<file path="config.mk">
export PLATFORM = sky130hd
export DESIGN_NAME = alu_sliced
export DESIGN_NICKNAME = d
export VERILOG_FILES = /design/src/rtl/alu_pkg.sv /design/src/rtl/alu_slice.sv /design/src/rtl/alu_sliced.sv
export SDC_FILE = /design/constraint.sdc
export NUM_CORES = 1
export LEC_CHECK = 0
export BUFFER_PORTS_ARGS = -buffer_cell sky130_fd_sc_hd__buf_4
export CORE_UTILIZATION = 52
export CTS_CLUSTER_DIAMETER = 200
export DETAILED_ROUTE_END_ITERATION = 7
export PLACE_DENSITY = 0.76
export SLEW_MARGIN = 15
export SYNTH_ARGS = -nofsm -noshare
export SYNTH_HDL_FRONTEND = slang
export SYNTH_SLANG_ARGS = --single-unit
</file>
<file path="constraint.sdc">
create_clock -name clk -period 4 [get_ports clk]
set_input_delay 0.6 -clock clk [delete_from_list [all_inputs] [get_ports clk]]
set_output_delay 0.6 -clock clk [all_outputs]
set_load 0.1 [all_outputs]
</file>
<file path="src/rtl/alu_pkg.sv">
`default_nettype none
// ============================================================================
// Module : alu_pkg
// Brief  : Op-code constants, FSM state type and op decode for alu_sliced.
//          Macro ALU_SLT_EN enables the set-less-than operation (op 111).
// Rev    : 1.0  initial release
// ============================================================================
package alu_pkg;

  localparam logic [2:0] c_op_and = 3'b000;
  localparam logic [2:0] c_op_or  = 3'b001;
  localparam logic [2:0] c_op_add = 3'b010;
  localparam logic [2:0] c_op_sub = 3'b110;
  localparam logic [2:0] c_op_slt = 3'b111;
  localparam logic [2:0] c_op_nor = 3'b100;

  typedef enum logic [1:0] {
    ST_IDLE = 2'd0,
    ST_BUSY = 2'd1,
    ST_DONE = 2'd2
  } state_t;

  // Folds unsupported codes onto ADD so the datapath only sees legal ops.
  function automatic logic [2:0] alu_decode(input logic [2:0] op);
    case (op)
      c_op_and, c_op_or, c_op_add, c_op_sub, c_op_nor: alu_decode = op;
`ifdef ALU_SLT_EN
      c_op_slt: alu_decode = c_op_slt;
`else
      c_op_slt: alu_decode = c_op_add;
`endif
      default:  alu_decode = c_op_add;
    endcase
  endfunction

endpackage
`default_nettype wire

</file>
<file path="src/rtl/alu_slice.sv">
`default_nettype none
// ============================================================================
// Module : alu_slice
// Brief  : SLICE-bit combinational ALU datapath with carry in/out and the
//          carry into the slice MSB (for overflow detection).
// Rev    : 1.0  initial release
// ============================================================================
module alu_slice
  import alu_pkg::*;
#(
  parameter int SLICE = 4
) (
  input  logic [SLICE-1:0] a,
  input  logic [SLICE-1:0] b,
  input  logic             binvert,
  input  logic             carry_in,
  input  logic [2:0]       op,
  output logic [SLICE-1:0] result,
  output logic             carry_out,
  output logic             carry_msb
);

  logic [SLICE-1:0] w_b_eff;
  logic [SLICE:0]   w_sum;

  assign w_b_eff   = binvert ? ~b : b;
  assign w_sum     = {1'b0, a} + {1'b0, w_b_eff} + {{SLICE{1'b0}}, carry_in};
  assign carry_out = w_sum[SLICE];
  // Sum bit = a ^ b ^ carry-in, so the carry into the MSB falls out by XOR.
  assign carry_msb = w_sum[SLICE-1] ^ a[SLICE-1] ^ w_b_eff[SLICE-1];

  always_comb begin
    case (op)
      c_op_and: result = a & b;
      c_op_or:  result = a | b;
      c_op_nor: result = ~(a | b);
      default:  result = w_sum[SLICE-1:0];
    endcase
  end

endmodule
`default_nettype wire

</file>
<file path="src/rtl/alu_sliced.sv">
`default_nettype none
// ============================================================================
// Module : alu_sliced
// Brief  : Bit-serial-by-slice ALU: WIDTH/SLICE cycles per operation with a
//          valid/ready handshake. Macro ALU_SLT_EN enables op 111 (SLT).
// Rev    : 1.0  initial release
// ============================================================================
module alu_sliced
  import alu_pkg::*;
#(
  parameter int WIDTH = 32,
  parameter int SLICE = 4
) (
  input  logic             clk,
  input  logic             rst_n,
  input  logic             in_valid,
  output logic             in_ready,
  input  logic [WIDTH-1:0] a,
  input  logic [WIDTH-1:0] b,
  input  logic [2:0]       op,
  output logic             out_valid,
  input  logic             out_ready,
  output logic [WIDTH-1:0] result,
  output logic             carry_out,
  output logic             overflow,
  output logic             zero
);

  localparam int NSL = WIDTH / SLICE;
  localparam int CW  = (NSL > 1) ? $clog2(NSL) : 1;

  state_t           r_state;
  logic [WIDTH-1:0] r_a, r_b, r_res;
  logic [2:0]       r_op;
  logic             r_carry;
  logic [CW-1:0]    r_cnt;
  logic             r_out_valid, r_carry_out, r_overflow, r_zero;

  int               w_base;
  logic [SLICE-1:0] w_sl_res;
  logic             w_cout, w_cmsb, w_last, w_arith;
  logic [WIDTH-1:0] w_res_full;

  assign w_base  = int'(r_cnt) * SLICE;
  assign w_last  = (r_cnt == CW'(NSL - 1));
  assign w_arith = !((r_op == c_op_and) || (r_op == c_op_or) || (r_op == c_op_nor));

  alu_slice #(.SLICE(SLICE)) u_slice (
    .a         (r_a[w_base +: SLICE]),
    .b         (r_b[w_base +: SLICE]),
    .binvert   (r_op[2]),
    .carry_in  (r_carry),
    .op        (r_op),
    .result    (w_sl_res),
    .carry_out (w_cout),
    .carry_msb (w_cmsb)
  );

  always_comb begin
    w_res_full = r_res;
    w_res_full[w_base +: SLICE] = w_sl_res;
`ifdef ALU_SLT_EN
    // Signed less-than: sign of (a-b) corrected by overflow, on the MSB slice.
    if (w_last && (r_op == c_op_slt))
      w_res_full = {{(WIDTH-1){1'b0}}, w_sl_res[SLICE-1] ^ w_cmsb ^ w_cout};
`endif
  end

  always_ff @(posedge clk) begin
    if (!rst_n) begin
      r_state     <= ST_IDLE;
      r_a         <= '0;
      r_b         <= '0;
      r_op        <= c_op_add;
      r_res       <= '0;
      r_carry     <= 1'b0;
      r_cnt       <= '0;
      r_out_valid <= 1'b0;
      r_carry_out <= 1'b0;
      r_overflow  <= 1'b0;
      r_zero      <= 1'b0;
    end else begin
      case (r_state)
        ST_IDLE: begin
          if (in_valid) begin
            r_a     <= a;
            r_b     <= b;
            r_op    <= alu_decode(op);
            r_carry <= alu_decode(op) == c_op_sub || alu_decode(op) == c_op_slt;
            r_cnt   <= '0;
            r_state <= ST_BUSY;
          end
        end
        ST_BUSY: begin
          r_res   <= w_res_full;
          r_carry <= w_cout;
          if (w_last) begin
            r_cnt       <= '0;
            r_carry_out <= w_arith & w_cout;
            r_overflow  <= w_arith & (w_cmsb ^ w_cout);
            r_zero      <= (w_res_full == '0);
            r_out_valid <= 1'b1;
            r_state     <= ST_DONE;
          end else begin
            r_cnt <= r_cnt + 1'b1;
          end
        end
        ST_DONE: begin
          if (out_ready) begin
            r_out_valid <= 1'b0;
            r_state     <= ST_IDLE;
          end
        end
        default: r_state <= ST_IDLE;
      endcase
    end
  end

  assign in_ready  = (r_state == ST_IDLE);
  assign out_valid = r_out_valid;
  assign result    = r_res;
  assign carry_out = r_carry_out;
  assign overflow  = r_overflow;
  assign zero      = r_zero;

endmodule
`default_nettype wire

</file>
### Yosys cells after proc, flatten, opt, wreduce, memory -nomap -nowiden

Cells that the tools add are included.

| word-level totals | value |
|---|---|
| register bits | 109 |
| input bits | 71 |
| output and inout port bits | 37 |
| word-level logic and storage cells | 77 |

| cells by class | value |
|---|---|
| add/subtract/negate cells | 4 |
| equality and inequality tests | 14 |
| shift operators | 4 |
| muxes and demuxes | 19 |
| bitwise logic cells | 9 |
| reduce and logical (&&, ||, !) cells | 16 |

Operators with widths:

| operator | count |
|---|---|
| $shiftx 32x6->4 | 2 |
| $neg 5->33 | 1 |
| $shift 4x33->32 const A | 1 |
| $shiftx 4x33->32 | 1 |
| $bwmux 32 | 1 |
| $logic_not 32->1 | 1 |
| $eq 3x3->1 const B | 6 |
| $mux 3 | 6 |
| $pmux 4 s3 | 1 |
| $not 4->4 | 2 |
| $eq 3x1->1 const B | 2 |
| $logic_not 3->1 | 2 |
| $mux 2 | 3 |
| $ne 2x2->1 const B | 3 |
| $pmux 2 s3 | 1 |
| $pmux 3 s2 | 1 |
| $reduce_and 2->1 | 3 |
| $reduce_and 3->1 | 2 |
| $add 4x4->5 | 1 |
| $add 5x1->5 | 1 |
| $reduce_or 5->1 | 1 |
| $and 4x4->4 | 1 |
| $mux 4 | 1 |
| $or 4x4->4 | 1 |
| other kinds (12) | 21 |

### Longest topological paths before layout

Gate-level depths: netlist of run 1.

| logic depth | value |
|---|---|
| depth after elaboration | 10 |
| depth in mapped cells | 16 |
| depth with buffers taken out | 14 |

### Modules after synthesis

Synthesis of run 1 repeated with hierarchy kept, for this count alone.

| unflattened totals | value |
|---|---|
| cells, all modules | 632 |
| area, all modules | 5556.6 um2 |

By module, submodules not included:

| module | instances | cells an instance | area each (um2) | sequential area each (um2) |
|---|---|---|---|---|
| alu_sliced | 1 | 587 | 5182.5 | 2182.1 |
| alu_slice | 1 | 45 | 374.1 | 0.0 |

### Worst setup path after synthesis of run 1

OpenSTA, ideal clock, no wires.

| timing | value |
|---|---|
| path kind | register to register |
| start point | register r_cnt[0] |
| end point | register r_overflow, in the netlist overflow |
| library setup time | 0.117 ns |
| data arrival time | 3.232 ns |
| required time | 3.883 ns |
| slack | 0.651 ns |
| cell stages (with the launch flop) | 16 |
| path buffers | 1 |
| clock period less this slack | 3.349 ns |
| cell sequence | dfxtp_1 -> buf_6 -> mux4_2 -> nand2_1 -> nand2_1 -> xnor2_1 -> fa_1 -> fa_1 -> a21o_1 -> a21oi_1 -> xor2_1 -> xnor2_1 -> xor2_1 -> nor3_1 -> a21oi_1 -> nor2b_1 |

| on the way | value |
|---|---|
| cells in the longest elaborated chain, start to end | 9 |
| elaborated cells on any way between the ends | 12 |
| classes of those cells | 2 x add/sub; 1 x eq/ne; 2 x shift; 1 x mux; 5 x bitwise; 1 x reduce/logical |

Ends and longest elaborated chain:

| element | line | text |
|---|---|---|
| from (decl) | alu_sliced.sv:36 | `logic [CW-1:0] r_cnt;` |
| from (signal assigned) | alu_sliced.sv:105 | `r_cnt <= r_cnt + 1'b1;` |
| $shiftx 32x6->4 | alu_sliced.sv:50 | `.b (r_b[w_base +: SLICE]),` |
| $not 4->4 | alu_slice.sv:26 | `assign w_b_eff = binvert ? ~b : b;` |
| $mux 4 | alu_slice.sv:26 |  |
| $add 4x4->5 | alu_slice.sv:27 | `assign w_sum = {1'b0, a} + {1'b0, w_b_eff} + {{SLICE{1'b0}}, carry_in};` |
| $add 5x1->5 | alu_slice.sv:27 |  |
| $xor 1x1->1 (2 in series) | alu_slice.sv:30 | `assign carry_msb = w_sum[SLICE-1] ^ a[SLICE-1] ^ w_b_eff[SLICE-1];` |
| $xor 1x1->1 | alu_sliced.sv:100 | `r_overflow <= w_arith & (w_cmsb ^ w_cout);` |
| $and 1x1->1 | alu_sliced.sv:100 |  |
| to (signal assigned) | alu_sliced.sv:100 |  |
| to (decl) | alu_sliced.sv:37 | `logic r_out_valid, r_carry_out, r_overflow, r_zero;` |

Several ways; a longest one is shown, not always the timed one.
A chain may end at the register's enable or synchronous reset.

### Worst setup path in the final report of run 1

Ends and elaborated chain as after synthesis.

==> impl_metrics.json, run 1 <==
{
  "row_count": 37,
  "end_kind": "flip-flop",
  "layout.nets": 818,
  "reg2reg_depth": 14,
  "final_area_um2": 6550,
  "clock.fmax_mhz": 276,
  "ctsRootBufferMaster": "clkbuf_8",
  "hpwl_um": 9620,
  "hold_path_end": "r_b[7]$_SDFFE_PN0P_",
  "grt_pass1_vias": 4701,
  "die_area_um2": 11000,
  "drt_pass1_iterations": 5,
  "crit_required_ps": 4280,
  "wl_per_cell_um": 14.9,
  "ant_nets": 0,
  "synth_top_area_frac": 0.396,
  "drtIter0Drc": 240,
  "maxSlewHeadroom": 0.434,
  "critPathMaxFanout": 21,
  "port_buffers": 107,
  "fin_crit_sh": 0.905,
  "n_antenna_cell": 0,
  "cts_buffers": 9,
  "skew_ps": 13.9,
  "drive_gt1_frac": 0.215,
  "rrSetupSlack_ps": 380,
  "ctsResizeCount": 0,
  "p_leak_nw": 2.73,
  "routed_wl_um": 13000,
  "cts_tree": "built",
  "vias_per_cell": 5.52,
  "multi_input_area_um2": 3090,
  "synth.avg_cell_area_um2": 8.50,
  "hold_path_class": "input port to flip-flop",
  "syn_nets": 733,
  "synthArstFlopShare": 0,
  "grt_use_total": 0.246,
  "ys_types": 59,
  "gp_congestion": 0.890,
  "clk_path_buf_depth": 2,
  "gr-total-overflow": 0,
  "finalHoldViolCount": 0,
  "via_count": 4826,
  "core-area_um2": 10300,
  "fillers": 916,
  "grt_setup_unrepaired": "false",
  "yosys_warnings": 0,
  "regArea_um2": 2180,
  "setup_violations": 0,
  "synth-seq-cells": 109,
  "power_density_nw_per_um2": 345,
  "clock_sinks": 109,
  "whs_path_depth": 3,
  "yosys-top-cells-area": "dfxtp_1 (40%), nand2_1 (11%), a21boi_0 (9.3%)",
  "netlist.top_cell.by_area": "dfxtp_1",
  "synth_edf_count": 0,
  "antenna_found_initial": 0,
  "seq_area_frac_synth": 0.396,
  "irDropWorstVdd_mv": 0.203,
  "ctsHoldBuffers": 0,
  "ys.flop_type": "dfxtp_1",
  "place_area_um2": 6360,
  "die_x_um": 105,
  "rr_endpoint": "overflow$_SDFFE_PN0P_",
  "post_cts_buffers": 0,
  "start_util": 0.534,
  "cts_max_level": 3,
  "critPathArrivalTime_ps": 3890,
  "worstSkewPairLatency_ps": 380,
  "startpoint_type": "flip-flop",
  "dieHeight_um": 105,
  "syn_area_um2": 5520,
  "worstMarginPinSlew_ps": 849,
  "fin_setup_tns_ps": 0,
  "max_cap_violations": 0,
  "status": "finished clean",
  "drc_errors": 0,
  "area_growth_pct": 18.8,
  "r2r-start": "r_cnt[0]$_SDFFE_PN0P_",
  "syn-instance-count": 649,
  "boundaryPins": 108,
  "hold_path.startpoint": "b[7]",
  "grt_pass1_wl_um": 21900,
  "slew_violations": 0,
  "fin_crit_ps": 3620,
  "path_clk_slew_ps": 110,
  "path_class": "flip-flop to flip-flop",
  "grt_max_degree": 110
}
## stage by stage
step                      power [mW]  setup slack, ps  hold WS, ps  std cells   util
after detailed placement        1.64              421          464        859  0.617
final                           2.26              382          467        875  0.635
after global routing            2.37             69.8          467        875  0.635
after floorplan                 1.50              651          439        649      -
after CTS                       2.27              368          463        875  0.635
after global placement          1.62              505          456        859  0.617
## how the worst max path moves through the flow
stage | startpoint | endpoint | slack, ps
after floorplan | r_cnt[0]$_SDFFE_PN0P_ | overflow$_SDFFE_PN0P_ | 650
after global placement | r_cnt[0]$_SDFFE_PN0P_ | overflow$_SDFFE_PN0P_ | 510
after CTS | r_cnt[0]$_SDFFE_PN0P_ | overflow$_SDFFE_PN0P_ | 370
after detailed placement | r_cnt[0]$_SDFFE_PN0P_ | overflow$_SDFFE_PN0P_ | 420
after global routing | r_cnt[0]$_SDFFE_PN0P_ | overflow$_SDFFE_PN0P_ | 70
final | r_cnt[0]$_SDFFE_PN0P_ | overflow$_SDFFE_PN0P_ | 380
## registers in the layout, summed over array words and instances (netlist names)
name	cells
carry_out	1
out_valid	1
overflow	1
r_a	32
r_b	32
r_carry	1
r_cnt	3
r_op	3
r_state	2
result	32
zero	1
## cell type report
| class | instances | share of cell area |
|---|---|---|
| multi-input cells | 486 | 0.471 |
| repair buffers | 118 | 0.135 |
| clock inverters | 6 | 0.00783 |
| clock buffers | 10 | 0.0210 |
| flip-flops and latches | 109 | 0.333 |
| well taps | 136 | 0.0260 |
| inverters | 10 | 0.00573 |
## critical path: stages, from the launching register on
cell       delay, ps
dfxtp_1          440
buf_4            310
mux2i_1          220
o2bb2ai_1         90
a211o_1          370
fa_1             430
fa_1             430
a21o_1           200
a21oi_1          260
xor2_1           210
xnor2_1          160
xor2_1           160
nor3_1            60
a21oi_1          120
nor2b_1           50
## synthesized netlist by cell type (3+ instances only)
library cell	number
buf_6	3
o31ai_1	4
mux2i_1	12
dfxtp_1	109
mux4_2	10
xnor2_1	5
and2_1	8
xor2_1	4
o211a_1	10
inv_1	10
o22ai_1	4
o21ai_0	10
and3_1	5
clkbuf_1	30
nand2_1	163
nor3_1	22
a21oi_1	28
nor4_1	6
o21a_1	3
nor2_1	21
nand3_1	20
buf_2	6
a21boi_0	68
nor2b_1	28
a21o_1	3
ha_1	11
## placed cells by master, fill, tap and decap left out, types with 12 or more instances in the layout
master,n
nor2_1,21
nand3_1,20
a21oi_1,28
mux2i_1,12
nor2b_1,28
nor3_1,22
nand2_1,162
dfxtp_1,109
a21boi_0,68
buf_4,118
## kinds of logic after synthesis
family / Yosys count / share of synthesized area
compound gates: 148 / 0.193
simple gates: 286 / 0.236
buf+inv: 54 / 0.0451
flops: 109 / 0.396
mux: 28 / 0.0798
fa+ha+maj: 15 / 0.0363
xor+xnor: 9 / 0.0143
## per-layer routing
metal,routed length (um),GRT usage
met1,5950,0.324
met2,6210,0.412
met3,689,0.0362
met4,164,0.0835
met5,0,0
## power breakdown
part / internal (mW) / switching [mW] / total (mW)
clock: 0.255 / 0.395 / 0.651
combinational: 0.184 / 0.260 / 0.444
sequential: 1.13 / 0.0353 / 1.17
total: 1.57 / 0.691 / 2.26
Note: power is estimated with default switching activity, not from simulation.
==> run 2: changes to the inputs <==
- CTS_BUF_LIST: unset -> sky130_fd_sc_hd__clkbuf_4
==> run 2 against run 1 <==
Effect of this change:
- fmax decreased by 0.41%
- clock-buffer cell count decreased by 1
- clock power decreased by 20%
- register-to-register slack about the same
- final area decreased by 1.0%
- non-clock buffer count unchanged
- via count decreased by 0.25%
- global-route usage about the same
- sequential cell count unchanged
- critical path type unchanged
==> impl_metrics.json, run 2 (synthesis gave the netlist of run 1 again) <==
{
  "status": "finished clean",
  "ctsRootBufferMaster": "clkbuf_4",
  "die_x_um": 105,
  "setup_violations": 0,
  "dpl_worst_slack_ps": 421,
  "routed_wl_um": 13000,
  "start_util": 0.534,
  "slew_violations": 0,
  "drtIter0Drc": 266,
  "dieHeight_um": 105,
  "final_cell_mix": "nand2_1 (162), buf_4 (118), dfxtp_1 (109)",
  "drt_pass1_iterations": 4,
  "area_growth_pct": 17.6,
  "irDropWorstVdd_mv": 0.180,
  "grt_use_total": 0.245,
  "gr-total-overflow": 0,
  "ant_nets": 0,
  "hold_path_end": "r_b[7]$_SDFFE_PN0P_",
  "die_area_um2": 11000,
  "fin_crit_ps": 3630,
  "clock_sinks": 109,
  "path_class": "flip-flop to flip-flop",
  "grt_pass1_vias": 4680,
  "regArea_um2": 2180,
  "core-area_um2": 10300,
  "gp_congestion": 0.890,
  "via_count": 4814,
  "port_buffers": 107,
  "post_cts_buffers": 0,
  "maxSlewHeadroom": 0.424,
  "cts_max_level": 3,
  "grt_max_degree": 110,
  "fin_setup_tns_ps": 0,
  "wl_per_cell_um": 14.9,
  "grt_pass1_wl_um": 21900,
  "grt_setup_unrepaired": "false",
  "hpwl_um": 9620,
  "boundaryPins": 108,
  "ctsResizeCount": 0,
  "worstSkewPairLatency_ps": 460,
  "whs_path_depth": 3,
  "worstMarginPinSlew_ps": 864,
  "reg2reg_depth": 14,
  "max_cap_violations": 0,
  "rr_endpoint": "overflow$_SDFFE_PN0P_",
  "row_count": 37,
  "cts_buffers": 9,
  "r2r-start": "r_cnt[0]$_SDFFE_PN0P_",
  "finalHoldViolCount": 0,
  "startpoint_type": "flip-flop",
  "mostFrequentLayoutCell": "nand2_1",
  "critPathArrivalTime_ps": 4000,
  "critPathMaxFanout": 21,
  "clk_path_buf_depth": 2,
  "path_clk_slew_ps": 180,
  "drive_gt1_frac": 0.214,
  "fin_crit_sh": 0.908,
  "ctsHoldBuffers": 0,
  "power_density_nw_per_um2": 329,
  "n_antenna_cell": 0,
  "fillers": 923,
  "rrSetupSlack_ps": 370,
  "antenna_found_initial": 0,
  "finalWorstSetupSlack_ps": 367,
  "end_kind": "flip-flop",
  "hold_path_class": "input port to flip-flop",
  "drc_errors": 0,
  "p_leak_nw": 2.71,
  "hold_path.startpoint": "b[7]",
  "cts_tree": "built",
  "multi_input_area_um2": 3090,
  "crit_required_ps": 4370,
  "layout.nets": 818,
  "clock.fmax_mhz": 275,
  "vias_per_cell": 5.50,
  "skew_ps": 26.2
}
-- run 2: cell count changes in the layout (fill, tap and decap cells not counted) --
cell | previous run | this run
clkbuf_8 | 10 | 0
clkinv_1 | 0 | 1
clkbuf_4 | 0 | 9
-- run 2: routing by layer --
metal	part of all wire	wire [um]	up-vias	GRT usage
met2	0.48	6190	138	0.414
met4	0.010	134	0	0.0724
met5	0	0	-	0
met3	0.049	640	14	0.0362
met1	0.46	6050	2253	0.325
li1	-	-	2409	-
-- run 2: cell type report --
class | instances | share of cell area
multi-input combinational | 486 | 0.476
sequential | 109 | 0.336
timing repair buffer | 118 | 0.137
tap | 136 | 0.0262
clock buffer | 9 | 0.0104
clock inverter | 7 | 0.00849
inverter | 10 | 0.00579
-- run 2: worst max-delay path by stage --
stage,from,cells after the start,to,slack [ps]
after floorplan,r_cnt[0]$_SDFFE_PN0P_,15,overflow$_SDFFE_PN0P_,650
after detailed placement,r_cnt[0]$_SDFFE_PN0P_,14,overflow$_SDFFE_PN0P_,420
final,r_cnt[0]$_SDFFE_PN0P_,14,overflow$_SDFFE_PN0P_,370
after global placement,r_cnt[0]$_SDFFE_PN0P_,14,overflow$_SDFFE_PN0P_,510
after global routing,r_cnt[0]$_SDFFE_PN0P_,14,overflow$_SDFFE_PN0P_,50
after CTS,r_cnt[0]$_SDFFE_PN0P_,14,overflow$_SDFFE_PN0P_,360
-- run 2: through the flow --
step                      hold WS [ps]  cell area (um2)  utilization  power (mW)  instances
after floorplan                    439             5520            -        1.50        649
after global placement             456             6360        0.617        1.62        859
after detailed placement           464             6360        0.617        1.64        859
after CTS                          354             6490        0.628        2.14        875
after global routing               350             6490        0.628        2.24        875
final                              365             6490        0.628        2.13        875
-- run 2: worst max-delay path: stages (launching register included) --
cell and delay [ps]:
dfxtp_1 460, buf_4 310, mux2i_1 220, o2bb2ai_1 90, a211o_1 370, fa_1 430, fa_1 430, a21o_1 200
a21oi_1 260, xor2_1 210, xnor2_1 160, xor2_1 160, nor3_1 60, a21oi_1 120, nor2b_1 50
-- run 2: where the power goes --
group	switching, mW	internal (mW)	total, mW
logic	0.260	0.184	0.444
registers	0.0353	1.13	1.17
clock network	0.380	0.138	0.518
total	0.675	1.46	2.13
==> run 3: changes to the inputs <==
- ABC_AREA: unset -> 1
- PLACE_DENSITY: 0.76 -> 0.75
==> run 3 against run 2 <==
Effect of this change:
- sequential power rose by 3%
- final cell count rose by 26%
- power rose by 27%
- sequential cell count did not move
==> impl_metrics.json, run 3 <==
{
  "fillers": 1062,
  "gp_congestion": 0.900,
  "synth_most_common_cell": "nand2_1",
  "dp_cells": 1083,
  "path_clk_slew_ps": 180,
  "synth-seq-cells": 109,
  "worstMarginPinSlew_ps": 868,
  "met1_length_um": 6790,
  "power_density_nw_per_um2": 401,
  "cts_tree": "built",
  "layout.nets": 1038,
  "n_antenna_cell": 0,
  "irDropWorstVdd_mv": 0.210,
  "drive_gt1_frac": 0.175,
  "startpoint_type": "flip-flop",
  "dieHeight_um": 108,
  "power_frac_comb": 0.360,
  "wl_met3_um": 789,
  "status": "finished clean",
  "ctsResizeCount": 0,
  "wl_per_cell_um": 13.3,
  "die_area_um2": 11600,
  "worstSkewPairLatency_ps": 480,
  "finalHoldViolCount": 0,
  "max_cap_violations": 0,
  "start_util": 0.534,
  "crit_required_ps": 4430,
  "netlist.top_cell.by_area": "dfxtp_1",
  "boundaryPins": 108,
  "grt_max_degree": 83,
  "ctsHoldBuffers": 0,
  "syn_area_um2": 5810,
  "antenna_found_initial": 0,
  "seq_area_frac_synth": 0.375,
  "ctsRootBufferMaster": "clkbuf_4",
  "ys.flop_type": "dfxtp_1",
  "p_leak_nw": 3.19,
  "crit_chain": "nor2_1 -> nand3_1 -> nand2_1 -> inv_1 -> nand2_1 -> fa_1 -> fa_1 -> nor2_1 -> inv_1 -> a21oi_1 -> o21bai_2 -> nand2_1 -> nand2_1 -> nand2_1 -> nor2_1 -> nand3_1 -> nor2_1 -> nand2_1 -> nor2_1 -> nand2_1 -> a21oi_2",
  "final_util": 0.620,
  "fin_crit_sh": 0.892,
  "cp_common_cell": "nand2_1",
  "grt_pass1_vias": 5111,
  "ys_top_cells_by_count": "nand2_1 (205), dfxtp_1 (109), o21ai_0 (108), a21oi_1 (102), inv_1 (97)",
  "grt_setup_unrepaired": "false",
  "port_buffers": 107,
  "hold_path_class": "input port to flip-flop",
  "setup_violations": 0,
  "row_count": 38,
  "synth.avg_cell_area_um2": 6.64,
  "critPathMaxFanout": 21,
  "post_cts_buffers": 0,
  "grt_use_total": 0.261,
  "p_clk_frac": 0.192,
  "synth_top_area_frac": 0.375,
  "critPathArrivalTime_ps": 3990,
  "area_growth_pct": 16.1,
  "drt_pass1_iterations": 5,
  "ys_types": 37,
  "p_sw_mw": 1.09,
  "maxSlewHeadroom": 0.417,
  "yosys_warnings": 0,
  "fin_cells": 1099,
  "core-area_um2": 10900,
  "intPower_mw": 1.62,
  "synth_edf_count": 0,
  "critPathBufInv": 2,
  "ant_nets": 0,
  "routed_wl_um": 14600,
  "cts_buffers": 9,
  "path_class": "flip-flop to flip-flop",
  "vias_per_cell": 5.25,
  "drtIter0Drc": 372,
  "syn_nets": 960,
  "via_count": 5769,
  "slowest_delay_ps": 780,
  "drc_errors": 0,
  "routed.top_layer": "met4",
  "syn-instance-count": 876,
  "report.power.total_mw": 2.71,
  "seq_power_share": 0.448,
  "skew_ps": 20.1,
  "switching_share": 0.403,
  "clock.fmax_mhz": 280,
  "clock_sinks": 109,
  "wl_met2_um": 6690,
  "gr-total-overflow": 0,
  "slew_violations": 0,
  "crit_family": "simple AND/OR/NAND/NOR gates",
  "end_kind": "flip-flop",
  "fin_setup_tns_ps": 0,
  "grt_pass1_wl_um": 23900,
  "clk_path_buf_depth": 2,
  "yosys-top-cells-area": "dfxtp_1 (38%), nand2_1 (13%), o21ai_0 (9.3%)",
  "mostFrequentLayoutCell": "nand2_1",
  "final_cell_mix": "nand2_1 (204), buf_4 (115), dfxtp_1 (109)",
  "synthArstFlopShare": 0,
  "cpMaxStageDelayCell": "dfxtp_1",
  "die_x_um": 108,
  "hpwl_um": 10600,
  "cts_max_level": 3,
  "fin_crit_ps": 3570
}
## run 3: cell types whose count changed in the layout (fill, tap and decap cells not counted), sizes merged, moves of 19 or more
| cell | before | now |
|---|---|---|
| nand3 | 21 | 74 |
| nor2b | 28 | 0 |
| inv | 14 | 103 |
| nand2 | 163 | 208 |
| nor2 | 21 | 61 |
| nor3 | 22 | 3 |
| o21ai | 10 | 112 |
| a21oi | 29 | 103 |
| a21boi | 68 | 0 |
## run 3: worst reg2reg max path, stage by stage (launching register included)
cell and delay [ps]:
dfxtp_1 780, nor2_1 310, nand3_1 160, nand2_1 60
inv_1 50, nand2_1 90, fa_1 430, fa_1 420
nor2_1 100, inv_1 40, a21oi_1 160, o21bai_2 140
nand2_1 60, nand2_1 110, nand2_1 50, nor2_1 80
nand3_1 80, nor2_1 90, nand2_1 50, nor2_1 90
nand2_1 70, a21oi_2 100
## run 3: area by class of cell
cell class                 instances  area [um2]  share of cell area
clock buffer                       9        67.6              0.0100
inverter                         101         379              0.0562
clock inverter                     7        56.3             0.00834
sequential                       109        2180               0.323
multi-input combinational        618        3030               0.448
timing repair buffer             115         863               0.128
tap                              140         175              0.0259
## run 3: per-layer routing
metal	global-route usage	up-vias
met1	0.355	2595
met3	0.0327	26
met5	0	-
li1	-	2997
met4	0.0910	0
met2	0.424	151
## run 3: cells by family after synthesis
family                     Yosys count  synth area share
and+or+nand+nor                    377             0.282
xor gates and xnor gates             7            0.0105
AOI/OAI and AO/OA                  221             0.195
DFF                                109             0.375
buffers and inverters              149             0.107
adders and majority gates           13            0.0306
## run 3: worst paths after layout
kind                         startpoint                      end  slack [ps]  cells past startpoint
setup reg to reg  r_cnt[2]$_SDFFE_PN0P_        zero$_SDFFE_PN0P_         430                     21
setup / recovery  r_cnt[2]$_SDFFE_PN0P_        zero$_SDFFE_PN0P_         430                     21
hold / removal                out_ready  r_state[1]$_SDFFE_PN0P_         380                      3
hold reg to reg    r_b[25]$_SDFFE_PN0P_     r_b[25]$_SDFFE_PN0P_         460                      2
## run 3: metrics by stage
stage                     setup slack, ps  hold WS [ps]  cell area, um2
after detailed placement              444           445            6630
final                                 433           383            6750
after global routing                 8.63           388            6750
after floorplan                       962           429            5810
after CTS                             423           371            6750
after global placement                575           442            6630
## run 3: power groups by stage
| stage | Clock, mW | Sequential, mW | Combinational, mW |
|---|---|---|---|
| floorplan | 0 | 1.43 | 0.546 |
| global placement | 0 | 1.24 | 0.959 |
| detailed placement | 0 | 1.24 | 0.969 |
| CTS | 0.536 | 1.21 | 0.973 |
| global route | 0.569 | 1.22 | 1.08 |
| finish | 0.519 | 1.21 | 0.975 |
